--- config.mk ---
export PLATFORM = sky130hd
export DESIGN_NAME = decode_stage
export DESIGN_NICKNAME = d
export VERILOG_FILES = /design/src/rtl/decode_stage.sv
export SDC_FILE = /design/constraint.sdc
export NUM_CORES = 1
export LEC_CHECK = 0
export CAP_MARGIN = 20
export CORE_MARGIN = 5
export CORE_UTILIZATION = 40
export CTS_BUF_LIST = sky130_fd_sc_hd__clkbuf_2
export CTS_CLUSTER_SIZE = 40
export DETAILED_ROUTE_END_ITERATION = 8
export PLACE_DENSITY_LB_ADDON = 0.3
export SETUP_SLACK_MARGIN = 0.15
export SYNTH_ARGS = -nofsm -noshare
export SYNTH_HDL_FRONTEND = slang
export SYNTH_SLANG_ARGS = --single-unit
--- constraint.sdc ---
create_clock -name clk -period 2.9 [get_ports clk]
set_clock_uncertainty 0.05 [all_clocks]
set_input_delay 0.58 -clock clk [delete_from_list [all_inputs] [get_ports clk]]
set_output_delay 0.58 -clock clk [all_outputs]
set_load 0.1 [all_outputs]
--- src/rtl/decode_stage.sv ---
// RV32I/RV64I decode stage with a 2-entry skid buffer between fetch and execute.
// Define DECODE_MEXT_EN to decode the M extension; otherwise M encodings are illegal.
module decode_stage #(
    parameter int XLEN   = 64,
    parameter int PRIV_W = 2
) (
    input  logic              clk,
    input  logic              rst_n,
    input  logic              flush,
    input  logic              in_valid,
    output logic              in_ready,
    input  logic [31:0]       in_instr,
    input  logic [XLEN-1:0]   in_pc,
    input  logic [PRIV_W-1:0] priv_lvl,
    output logic              out_valid,
    input  logic              out_ready,
    output logic [XLEN-1:0]   out_pc,
    output logic [4:0]        out_rs1,
    output logic [4:0]        out_rs2,
    output logic [4:0]        out_rd,
    output logic [XLEN-1:0]   out_imm,
    output logic [4:0]        out_alu_op,
    output logic [15:0]       out_ctrl,
    output logic [XLEN/8-1:0] out_mem_be,
    output logic [11:0]       out_csr_addr,
    output logic              out_exc_en,
    output logic [3:0]        out_exc_code,
    output logic [XLEN-1:0]   out_exc_val
);

    localparam bit RV64 = (XLEN == 64);

    localparam logic [4:0] ALU_ADD  = 5'd0;
    localparam logic [4:0] ALU_SUB  = 5'd1;
    localparam logic [4:0] ALU_AND  = 5'd2;
    localparam logic [4:0] ALU_OR   = 5'd3;
    localparam logic [4:0] ALU_XOR  = 5'd5;
    localparam logic [4:0] ALU_NOP  = 5'd10;
    localparam logic [4:0] ALU_SLT  = 5'd11;
    localparam logic [4:0] ALU_SLTU = 5'd12;
    localparam logic [4:0] ALU_SLL  = 5'd13;
    localparam logic [4:0] ALU_SRL  = 5'd14;
    localparam logic [4:0] ALU_SRA  = 5'd15;

    typedef enum logic [1:0] {EMPTY, ONE, TWO} state_t;

    typedef struct packed {
        logic [XLEN-1:0]   pc;
        logic [4:0]        rs1;
        logic [4:0]        rs2;
        logic [4:0]        rd;
        logic [XLEN-1:0]   imm;
        logic [4:0]        alu_op;
        logic [15:0]       ctrl;
        logic [XLEN/8-1:0] mem_be;
        logic [11:0]       csr_addr;
        logic              exc_en;
        logic [3:0]        exc_code;
        logic [XLEN-1:0]   exc_val;
    } bundle_t;

    function automatic logic [4:0] alu_from_f3(input logic [2:0] f3, input logic alt);
        case (f3)
            3'b000:  return alt ? ALU_SUB : ALU_ADD;
            3'b001:  return ALU_SLL;
            3'b010:  return ALU_SLT;
            3'b011:  return ALU_SLTU;
            3'b100:  return ALU_XOR;
            3'b101:  return alt ? ALU_SRA : ALU_SRL;
            3'b110:  return ALU_OR;
            default: return ALU_AND;
        endcase
    endfunction

    function automatic logic [XLEN-1:0] sext32(input logic [31:0] v);
        logic signed [31:0] s;
        s = v;
        return XLEN'(s);
    endfunction

    logic [6:0]  opcode;
    logic [2:0]  f3;
    logic [6:0]  f7;
    logic [4:0]  rd_f;
    logic [4:0]  rs1_f;
    logic [4:0]  rs2_f;
    logic [31:0] imm_i;
    logic [31:0] imm_s;
    logic [31:0] imm_b;
    logic [31:0] imm_u;
    logic [31:0] imm_j;

    assign opcode = in_instr[6:0];
    assign f3     = in_instr[14:12];
    assign f7     = in_instr[31:25];
    assign rd_f   = in_instr[11:7];
    assign rs1_f  = in_instr[19:15];
    assign rs2_f  = in_instr[24:20];
    assign imm_i  = {{20{in_instr[31]}}, in_instr[31:20]};
    assign imm_s  = {{20{in_instr[31]}}, in_instr[31:25], in_instr[11:7]};
    assign imm_b  = {{20{in_instr[31]}}, in_instr[7], in_instr[30:25], in_instr[11:8], 1'b0};
    assign imm_u  = {in_instr[31:12], 12'b0};
    assign imm_j  = {{12{in_instr[31]}}, in_instr[19:12], in_instr[20], in_instr[30:21], 1'b0};

    bundle_t     dec;
    logic [4:0]  ra1, ra2, rad, alu;
    logic [31:0] imm32;
    logic [7:0]  be;
    logic [11:0] csr;
    logic        illegal, exc;
    logic [3:0]  code;
    logic        c_we_regs, c_we_dmem, c_load, c_store, c_branch, c_jal, c_jalr;
    logic        c_csr, c_32, c_auipc, c_bimm, c_mret;

    // Decode the incoming word; anything flagged illegal collapses to a clean exception bundle.
    always_comb begin
        ra1 = '0; ra2 = '0; rad = '0; alu = ALU_ADD; imm32 = '0; be = '0; csr = '0;
        illegal = 1'b0; exc = 1'b0; code = '0;
        c_we_regs = 1'b0; c_we_dmem = 1'b0; c_load = 1'b0; c_store = 1'b0;
        c_branch = 1'b0; c_jal = 1'b0; c_jalr = 1'b0; c_csr = 1'b0;
        c_32 = 1'b0; c_auipc = 1'b0; c_bimm = 1'b0; c_mret = 1'b0;
        dec = '0;

        case (opcode)
            7'b0110111: begin
                rad = rd_f; imm32 = imm_u; c_we_regs = 1'b1; c_bimm = 1'b1;
            end
            7'b0010111: begin
                rad = rd_f; imm32 = imm_u; c_we_regs = 1'b1; c_bimm = 1'b1; c_auipc = 1'b1;
            end
            7'b1101111: begin
                rad = rd_f; imm32 = imm_j; c_we_regs = 1'b1; c_jal = 1'b1;
            end
            7'b1100111: begin
                ra1 = rs1_f; rad = rd_f; imm32 = imm_i;
                c_we_regs = 1'b1; c_jalr = 1'b1; c_bimm = 1'b1;
                illegal = (f3 != 3'b000);
            end
            7'b1100011: begin
                ra1 = rs1_f; ra2 = rs2_f; imm32 = imm_b; c_branch = 1'b1;
                case (f3)
                    3'b000, 3'b001: alu = ALU_SUB;
                    3'b100, 3'b101: alu = ALU_SLT;
                    3'b110, 3'b111: alu = ALU_SLTU;
                    default:        illegal = 1'b1;
                endcase
            end
            7'b0000011: begin
                ra1 = rs1_f; rad = rd_f; imm32 = imm_i;
                c_we_regs = 1'b1; c_load = 1'b1; c_bimm = 1'b1;
                case (f3)
                    3'b000, 3'b100: be = 8'h01;
                    3'b001, 3'b101: be = 8'h03;
                    3'b010:         be = 8'h0F;
                    3'b110:         begin be = 8'h0F; illegal = !RV64; end
                    3'b011:         begin be = 8'hFF; illegal = !RV64; end
                    default:        illegal = 1'b1;
                endcase
            end
            7'b0100011: begin
                ra1 = rs1_f; ra2 = rs2_f; imm32 = imm_s;
                c_we_dmem = 1'b1; c_store = 1'b1; c_bimm = 1'b1;
                case (f3)
                    3'b000:  be = 8'h01;
                    3'b001:  be = 8'h03;
                    3'b010:  be = 8'h0F;
                    3'b011:  begin be = 8'hFF; illegal = !RV64; end
                    default: illegal = 1'b1;
                endcase
            end
            7'b0010011: begin
                ra1 = rs1_f; rad = rd_f; imm32 = imm_i; c_we_regs = 1'b1; c_bimm = 1'b1;
                alu = alu_from_f3(f3, 1'b0);
                if (f3[1:0] == 2'b01) begin
                    imm32 = {26'b0, in_instr[25:20]};
                    alu   = alu_from_f3(f3, in_instr[30]);
                    if (in_instr[31] || (in_instr[29:26] != 4'b0) ||
                        (in_instr[30] && !f3[2]) || (!RV64 && in_instr[25]))
                        illegal = 1'b1;
                end
            end
            7'b0011011: begin
                ra1 = rs1_f; rad = rd_f; imm32 = imm_i;
                c_we_regs = 1'b1; c_bimm = 1'b1; c_32 = 1'b1;
                illegal = !RV64;
                case (f3)
                    3'b000: alu = ALU_ADD;
                    3'b001, 3'b101: begin
                        imm32 = {27'b0, in_instr[24:20]};
                        alu   = alu_from_f3(f3, in_instr[30]);
                        if (in_instr[31] || (in_instr[29:25] != 5'b0) || (in_instr[30] && !f3[2]))
                            illegal = 1'b1;
                    end
                    default: illegal = 1'b1;
                endcase
            end
            7'b0110011: begin
                ra1 = rs1_f; ra2 = rs2_f; rad = rd_f; c_we_regs = 1'b1;
                case (f7)
                    7'b0000000: alu = alu_from_f3(f3, 1'b0);
                    7'b0100000: begin
                        alu = alu_from_f3(f3, 1'b1);
                        illegal = !((f3 == 3'b000) || (f3 == 3'b101));
                    end
`ifdef DECODE_MEXT_EN
                    7'b0000001: alu = {2'b10, f3};
`endif
                    default: illegal = 1'b1;
                endcase
            end
            7'b0111011: begin
                ra1 = rs1_f; ra2 = rs2_f; rad = rd_f; c_we_regs = 1'b1; c_32 = 1'b1;
                case (f7)
                    7'b0000000: begin
                        alu = alu_from_f3(f3, 1'b0);
                        illegal = !RV64 || !((f3 == 3'b000) || (f3 == 3'b001) || (f3 == 3'b101));
                    end
                    7'b0100000: begin
                        alu = alu_from_f3(f3, 1'b1);
                        illegal = !RV64 || !((f3 == 3'b000) || (f3 == 3'b101));
                    end
`ifdef DECODE_MEXT_EN
                    7'b0000001: begin
                        alu = {2'b10, f3};
                        illegal = !RV64 || (f3 == 3'b001) || (f3 == 3'b010) || (f3 == 3'b011);
                    end
`endif
                    default: illegal = 1'b1;
                endcase
            end
            7'b0001111: alu = ALU_NOP;
            7'b1110011: begin
                alu = ALU_NOP;
                if (f3 == 3'b000) begin
                    case (in_instr)
                        32'h0000_0073: begin
                            exc = 1'b1;
                            case (priv_lvl)
                                PRIV_W'(0): code = 4'd8;
                                PRIV_W'(1): code = 4'd9;
                                default:    code = 4'd11;
                            endcase
                        end
                        32'h0010_0073: begin exc = 1'b1; code = 4'd3; end
                        32'h3020_0073: c_mret = 1'b1;
                        default:       illegal = 1'b1;
                    endcase
                end else if (f3 == 3'b100) begin
                    illegal = 1'b1;
                end else begin
                    c_csr = 1'b1; csr = in_instr[31:20]; rad = rd_f;
                    c_we_regs = (rd_f != 5'd0);
                    if (f3[2]) imm32 = {27'b0, rs1_f};
                    else       ra1 = rs1_f;
                end
            end
            default: illegal = 1'b1;
        endcase

        if (in_instr[1:0] != 2'b11)
            illegal = 1'b1;

        dec.pc       = in_pc;
        dec.rs1      = ra1;
        dec.rs2      = ra2;
        dec.rd       = rad;
        dec.imm      = sext32(imm32);
        dec.alu_op   = alu;
        dec.ctrl     = {c_we_regs, c_we_dmem, c_load, c_store, c_branch, c_jal, c_jalr,
                        c_csr, c_32, c_auipc, c_bimm, c_mret, f3, 1'b0};
        dec.mem_be   = be[XLEN/8-1:0];
        dec.csr_addr = csr;
        dec.exc_en   = exc;
        dec.exc_code = code;
        dec.exc_val  = '0;

        if (illegal) begin
            dec.rs1      = '0;
            dec.rs2      = '0;
            dec.rd       = '0;
            dec.imm      = '0;
            dec.alu_op   = ALU_NOP;
            dec.ctrl     = '0;
            dec.mem_be   = '0;
            dec.csr_addr = '0;
            dec.exc_en   = 1'b1;
            dec.exc_code = 4'd2;
            dec.exc_val  = XLEN'(in_instr);
        end
    end

    state_t  state, state_n;
    bundle_t out_q, skid_q;
    logic    accept, drain, load_out, load_skid, from_skid;

    assign in_ready  = (state != TWO);
    assign out_valid = (state != EMPTY);
    assign accept    = in_valid && in_ready;
    assign drain     = out_valid && out_ready;

    // Occupancy control; flush clears only the valid state, payload registers are left alone.
    always_comb begin
        state_n   = state;
        load_out  = 1'b0;
        load_skid = 1'b0;
        from_skid = 1'b0;
        if (flush) begin
            state_n = EMPTY;
        end else begin
            case (state)
                EMPTY: if (accept) begin load_out = 1'b1; state_n = ONE; end
                ONE: begin
                    if (accept && drain)  load_out = 1'b1;
                    else if (accept)      begin load_skid = 1'b1; state_n = TWO; end
                    else if (drain)       state_n = EMPTY;
                end
                TWO: if (drain) begin load_out = 1'b1; from_skid = 1'b1; state_n = ONE; end
                default: state_n = EMPTY;
            endcase
        end
    end

    always_ff @(posedge clk or negedge rst_n) begin
        if (!rst_n) begin
            state  <= EMPTY;
            out_q  <= '0;
            skid_q <= '0;
        end else begin
            state <= state_n;
            if (load_out)  out_q  <= from_skid ? skid_q : dec;
            if (load_skid) skid_q <= dec;
        end
    end

    assign out_pc       = out_q.pc;
    assign out_rs1      = out_q.rs1;
    assign out_rs2      = out_q.rs2;
    assign out_rd       = out_q.rd;
    assign out_imm      = out_q.imm;
    assign out_alu_op   = out_q.alu_op;
    assign out_ctrl     = out_q.ctrl;
    assign out_mem_be   = out_q.mem_be;
    assign out_csr_addr = out_q.csr_addr;
    assign out_exc_en   = out_q.exc_en;
    assign out_exc_code = out_q.exc_code;
    assign out_exc_val  = out_q.exc_val;

endmodule
==> metrics.txt, run 1 <==
status=completed; DRT Pass-1 Iters=5; CTS Root Cell=clkbuf_2; global-route wire length before repair=91.66 mm; Post-Synth Simple-Gate Area=0.2018; initial DRC count=approximately 1600; maximum operating frequency=385.6 MHz; mux contribution to synthesized area=0.001951; CTS Buffer Depth=3; largest net degree at the start of global routing=between 100 and 150; CTS Buf Count=96; Global Route Usage Sum=0.2480; CP Class=in -> reg; IO buf count=322; Slew HR=0.4879; synth top area cells=dfrtp_1 (55%), nand2_1 (12%), o21ai_0 (4.0%), nor2_1 (3.3%), buf_4 (3.2%); clk sink count=364; Synth cell types=65; GR Overflow Total=0; Via-to-Cell Ratio=5.308; die width=~210 um; via total after detailed routing=15680; Avg Inst Size Synth=8.837 sq um; ys async rst share=1.000; area grow syn2layout=33.08%; Yosys warning count=0; share of cells above drive strength 1=0.2377; H-tree levels=3; slew of the pin with the lowest slew margin=768.1 ps; Compound-Gate Fraction of Synth Area=0.1751; core box area=0.04102 sq mm; Fill cells=3757; crit end category=flop; Top FF cell, synth=dfrtp_1; wire per inst=19.70 um; CTS tree=yes; Seq/Total Area, Yosys=0.5462; final setup vio count=0; Synth Register Bits=364; period utilisation layout=0.8943; Post-synth EDFFs=0; Final Max Tran Viols=0; Initial Util=0.4066; Hold Vio Cnt, Final=0; worst-path fanout max=13; Final ANT Viol Nets=0; Static Leak=between 10 and 15 nW; DRC=0; hold_ws=161.7 ps; Hold Path Class=in -> reg; vias in the first global route=between 15000 and 20000; Pwr Total=15.81 mW; top-area cell type share of the netlist area=0.5462; Die Y=approximately 210 um; Final Net Count=2456; CTS clk-pin slew, worst paths=100 ps; RD Place Congestion=between 0.8 and 0.9; synth cell count leaders=nand2_1 (517), dfrtp_1 (364), nor2_1 (147); post-synthesis xor/xnor area fraction=0; Crit path arrival time=around 3400 ps; Max Cap Violations=0; DP Wirelength=40.11 mm; RSZ-0062 raised after global routing=no; largest family of logic cells by synthesized area=simple AND/OR/NAND/NOR gates; Setup crit start kind=primary input; most frequent cell after synthesis=nand2_1; Synth Area in Adders=0; Synth area leader=dfrtp_1; Worst VDD drop=approximately 580 uV; initial antenna violation count=2; PwrDens=712.6 mW/mm^2; CP Data Required Time=around 3700 ps; Rows=74; Cells after Synth=~1900; worst-skew pair later-pin latency=between 900 and 1000 ps; routed wire length=58.17 mm; Final Critical Period=2593 ps; DIE AREA=0.04587 sq mm; area of the mapped netlist=approximately 0.017 sq mm; I/O pin total=358
==> worst paths after layout <==
kind | slack, ps | cells past startpoint | from | end
setup reg to reg | 620 | 8 | state[1] | out_exc_val[1]
hold reg to reg | 430 | 2 | skid_q[232] | skid_q[232]
setup / recovery | 310 | 9 | in_instr[2] | skid_q[102]
hold / removal | 160 | 3 | in_pc[56] | skid_q[245]
max in group asynchronous | 1540 | 4 | rst_n | skid_q[217]
min in group asynchronous | 600 | 3 | rst_n | out_ctrl[1]
==> area by class of cell <==
type / instances / area, sq um / share of cell area
multi-input combinational: 1308 / 6514 / 0.2935
antenna: 2 / 5.005 / 0.0002255
clock buffer: 141 / 705.7 / 0.03180
inverter: 24 / 90.09 / 0.004059
sequential: 364 / 9112 / 0.4106
timing repair buffer: 559 / 4949 / 0.2230
clock inverter: 23 / 151.4 / 0.006822
tap: 532 / 665.6 / 0.02999
==> critical path, stage by stage <==
cell	delay (ps)
clkdlybuf4s50_1	520
buf_4	150
nor2b_4	40
a21o_1	160
a221o_1	320
or4_1	680
or3_1	490
buf_12	190
o41ai_1	230
==> per-layer routing <==
layer  wire [um]  GRT usage
met1       25620     0.3458
met3        3951    0.05506
met5           0          0
met2       26850     0.3871
met4        1744    0.08310
==> state kept, by name, indices dropped and copies added (netlist names), 5 cells and up <==
| name | cells |
|---|---|
| out_csr_addr | 12 |
| out_ctrl | 14 |
| out_exc_val | 32 |
| out_imm | 32 |
| out_pc | 64 |
| out_rd | 5 |
| out_rs1 | 5 |
| out_rs2 | 5 |
| skid_q | 181 |
==> stage by stage <==
step | utilization | setup TNS, ps | instance area [sq um] | worst slack [ps] | cells
4_1_cts | 0.5400 | 0 | 22150 | 154.0 | 2949
6_report | 0.5411 | 0 | 22190 | 306.6 | 2953
2_1_floorplan | - | 0 | 16880 | 78.28 | 1921
3_5_place_dp | 0.5039 | -103330 | 20670 | -672.8 | 2725
3_3_place_gp | 0.5039 | -96330 | 20670 | -624.6 | 2725
5_1_grt | 0.5411 | 0 | 22190 | 145.7 | 2953
==> cells in the final DEF, fill, tap and decap left out, types with 10 or more instances in the layout <==
cell type	count
nand2_1	517
nor3_1	21
clkdlybuf4s50_1	101
o21ai_0	128
a21oi_1	93
buf_4	369
nand4_1	18
nor2_1	146
clkinv_1	16
a31oi_1	84
dfrtp_1	363
inv_1	24
dlygate4sd3_1	59
o21ai_1	10
a22oi_1	63
conb_1	35
buf_12	25
o31ai_1	42
clkbuf_2	141
nand3_1	31
==> cell families (layout without fill, tap and decap cells) <==
logic type,count (synthesis),after routing
buffers and inverters,249,747
AND/OR/NAND/NOR,799,799
AO/OA/AOI/OAI,471,471
multiplexers,3,3
flip-flops,364,364
other,1,37
==> power by group <==
part	internal, mW	leakage [nW]	total, mW	switching (mW)
logic	1.30	5.20	5.99	4.68
registers	5.79	4.61	6.24	0.456
clock network	1.46	0.655	3.58	2.12
total	8.56	10.5	15.8	7.26
==> timing repair <==
action | in CTS | in global routing
setup endpoints to repair | 33 | 34
hold buffers | 60 | 0
endpoints found under the hold margin | 439 | 0
resized for setup | 2 | 2
gates cloned | 0 | 0
buffers inserted | 0 | 2
(Power assumes the default switching activity.)
==> run 2, diff against run 1 <==
--- a/config.mk
+++ b/config.mk
@@ -7,12 +7,12 @@
 export LEC_CHECK = 0
 export CAP_MARGIN = 20
 export CORE_MARGIN = 5
-export CORE_UTILIZATION = 40
+export CORE_UTILIZATION = 30
 export CTS_BUF_LIST = sky130_fd_sc_hd__clkbuf_2
 export CTS_CLUSTER_SIZE = 40
 export DETAILED_ROUTE_END_ITERATION = 8
 export PLACE_DENSITY_LB_ADDON = 0.3
-export SETUP_SLACK_MARGIN = 0.15
+export SETUP_SLACK_MARGIN = 0.5
 export SYNTH_ARGS = -nofsm -noshare
 export SYNTH_HDL_FRONTEND = slang
 export SYNTH_SLANG_ARGS = --single-unit
==> run 2 against run 1 <==
Critical path depth fell by 7. Highest routed layer is now met5. Non-clock buffer count rose by 50. Critical path type is now reg -> out. Register-to-register slack improved by 30 ps. Sequential power rose by 3%. Die area rose by 32%. Combinational power rose by 19%.
==> metrics.txt, run 2 (same netlist as run 1, synthesis figures left out) <==
largest register by flop count=skid_q; PwrDens=around 680 mW/mm^2; I/O pin total=358; Buf/Inv on CP=2; cell internal pwr=9.590 mW; Sw Pwr=~7.7 mW; via total after detailed routing=15910; worst-skew pair later-pin latency=roughly 1100 ps; H-tree levels=3; Setup crit start kind=flop; share of cells above drive strength 1=0.2690; RD Place Congestion=0.9078; DRC=0; CTS tree=yes; most frequent cells in the layout=nand2_1 (514), dfrtp_1 (337), buf_4 (197); max FFs per register=181; largest net degree at the start of global routing=111; die width=245.8 um; RSZ-0062 raised after global routing=yes; Reg-to-Reg Start=state[1]; initial antenna violation count=2; vias in the first global route=15990; CTS Buf Count=98; core box area=roughly 0.055 sq mm; DRT Pass-1 Iters=5; Final Critical Period=2497 ps; combinational share of power=0.414; DP Wirelength=43.07 mm; final worst setup slack=just over 400 ps; Initial Util=0.3027; routed wire length=around 64 mm; Slew HR=0.5581; hold_ws=about 150 ps; CTS Buffer Depth=3; Hold Path Class=in -> reg; Inst Count DP=between 2000 and 3000; maximum operating frequency=400.5 MHz; initial DRC count=1152; Rows=86; CP Data Required Time=2270 ps; IO buf count=322; dpl ws=-583.5 ps; dpl cell area=0.02101 sq mm; largest stage delay on the critical path=450 ps; most common cell after layout, fill and taps aside=nand2_1; status=completed; clk sink count=about 360; Final Max Tran Viols=0; Clock Power Share=0.213; Worst VDD drop=about 480 uV; wire per inst=19.76 um; Die Y=between 200 and 250 um; GR Overflow Total=0; CTS clk-pin slew, worst paths=110 ps; Via-to-Cell Ratio=a little under 5; Hold Vio Cnt, Final=0; worst-path fanout max=17; CTS Root Cell=clkbuf_2; Global Route Usage Sum=0.2035; final setup vio count=0; min-delay src=in_pc[15]; Crit path arrival time=1870 ps; period utilisation layout=0.8610; Final Net Count=2508; register share of total power=0.373; slowest stage cell, crit path=dfrtp_4; CP top delay family=flip-flops; DIE AREA=0.06040 sq mm; Switching Share=0.4443; global-route wire length before repair=96.50 mm; CP Class=reg -> out; CP startpoint=out_imm[62]; slew of the pin with the lowest slew margin=about 660 ps; Max Cap Violations=0; area grow syn2layout=52.29%; Final TNS setup=0 ps; Non-Filler Instances=between 3000 and 4000; Static Leak=~12 nW; Final ANT Viol Nets=0; fin area=0.02540 sq mm; crit end category=primary output; crit path cell chain=buf_12 -> buf_8
[run 2: area by class of cell]
type                    count  area [sq um]
repair buffers            609          7699
inverters                  24         90.09
clock buffers             134         670.6
fillers                  5193         29700
clock inverters            37         210.2
well taps                 748         935.9
diodes                      1         2.502
multi-input cells        1308          6643
flip-flops and latches    364          9145
[run 2: worst paths after layout]
| kind | end | slack [ps] | cells past startpoint |
|---|---|---|---|
| max | out_imm[45] | 400 | 2 |
| max in group asynchronous | out_imm[12] | 1550 | 4 |
| min in group asynchronous | skid_q[201] | 550 | 3 |
| max reg2reg | out_imm[11] | 650 | 8 |
| min | skid_q[204] | 150 | 3 |
| min reg2reg | out_imm[0] | 370 | 2 |
[run 2: worst min-delay path, cell delays in order]
cell	delay [ps]
clkdlybuf4s50_1	450
nand2_1	80
nand2_1	50
[run 2: through the flow]
| step | total power [mW] | utilization |
|---|---|---|
| 2_1_floorplan | 10.74 | - |
| 3_3_place_gp | 12.24 | 0.3813 |
| 3_5_place_dp | 12.30 | 0.3813 |
| 4_1_cts | 17.35 | 0.4564 |
| 5_1_grt | 18.07 | 0.4610 |
| 6_report | 17.26 | 0.4610 |
[run 2: what timing repair did]
| item | 4_1_cts | 5_1_grt |
|---|---|---|
| setup endpoints to repair | 220 | 258 |
| buffers inserted | 33 | 16 |
| gates resized for setup | 581 | 29 |
| pin swaps | 1 | 2 |
| hold endpoints to repair | 472 | 0 |
| hold buffers | 64 | 0 |
| gates cloned | 0 | 1 |
[run 2: metal layers]
layer,up-vias,share of wire,GRT usage
met3,136,0.075,0.05489
met2,625,0.47,0.3190
met1,7705,0.42,0.2708
met4,2,0.036,0.07647
li1,7444,-,-
met5,-,0.00025,0
[run 2: power groups by stage]
stage	clock network [mW]	logic, mW	registers [mW]
global placement	0	5.90	6.34
detailed placement	0	5.94	6.36
floorplan	0	1.89	8.85
CTS	3.86	7.07	6.43
finish	3.68	7.15	6.43
global route	4.11	7.44	6.51
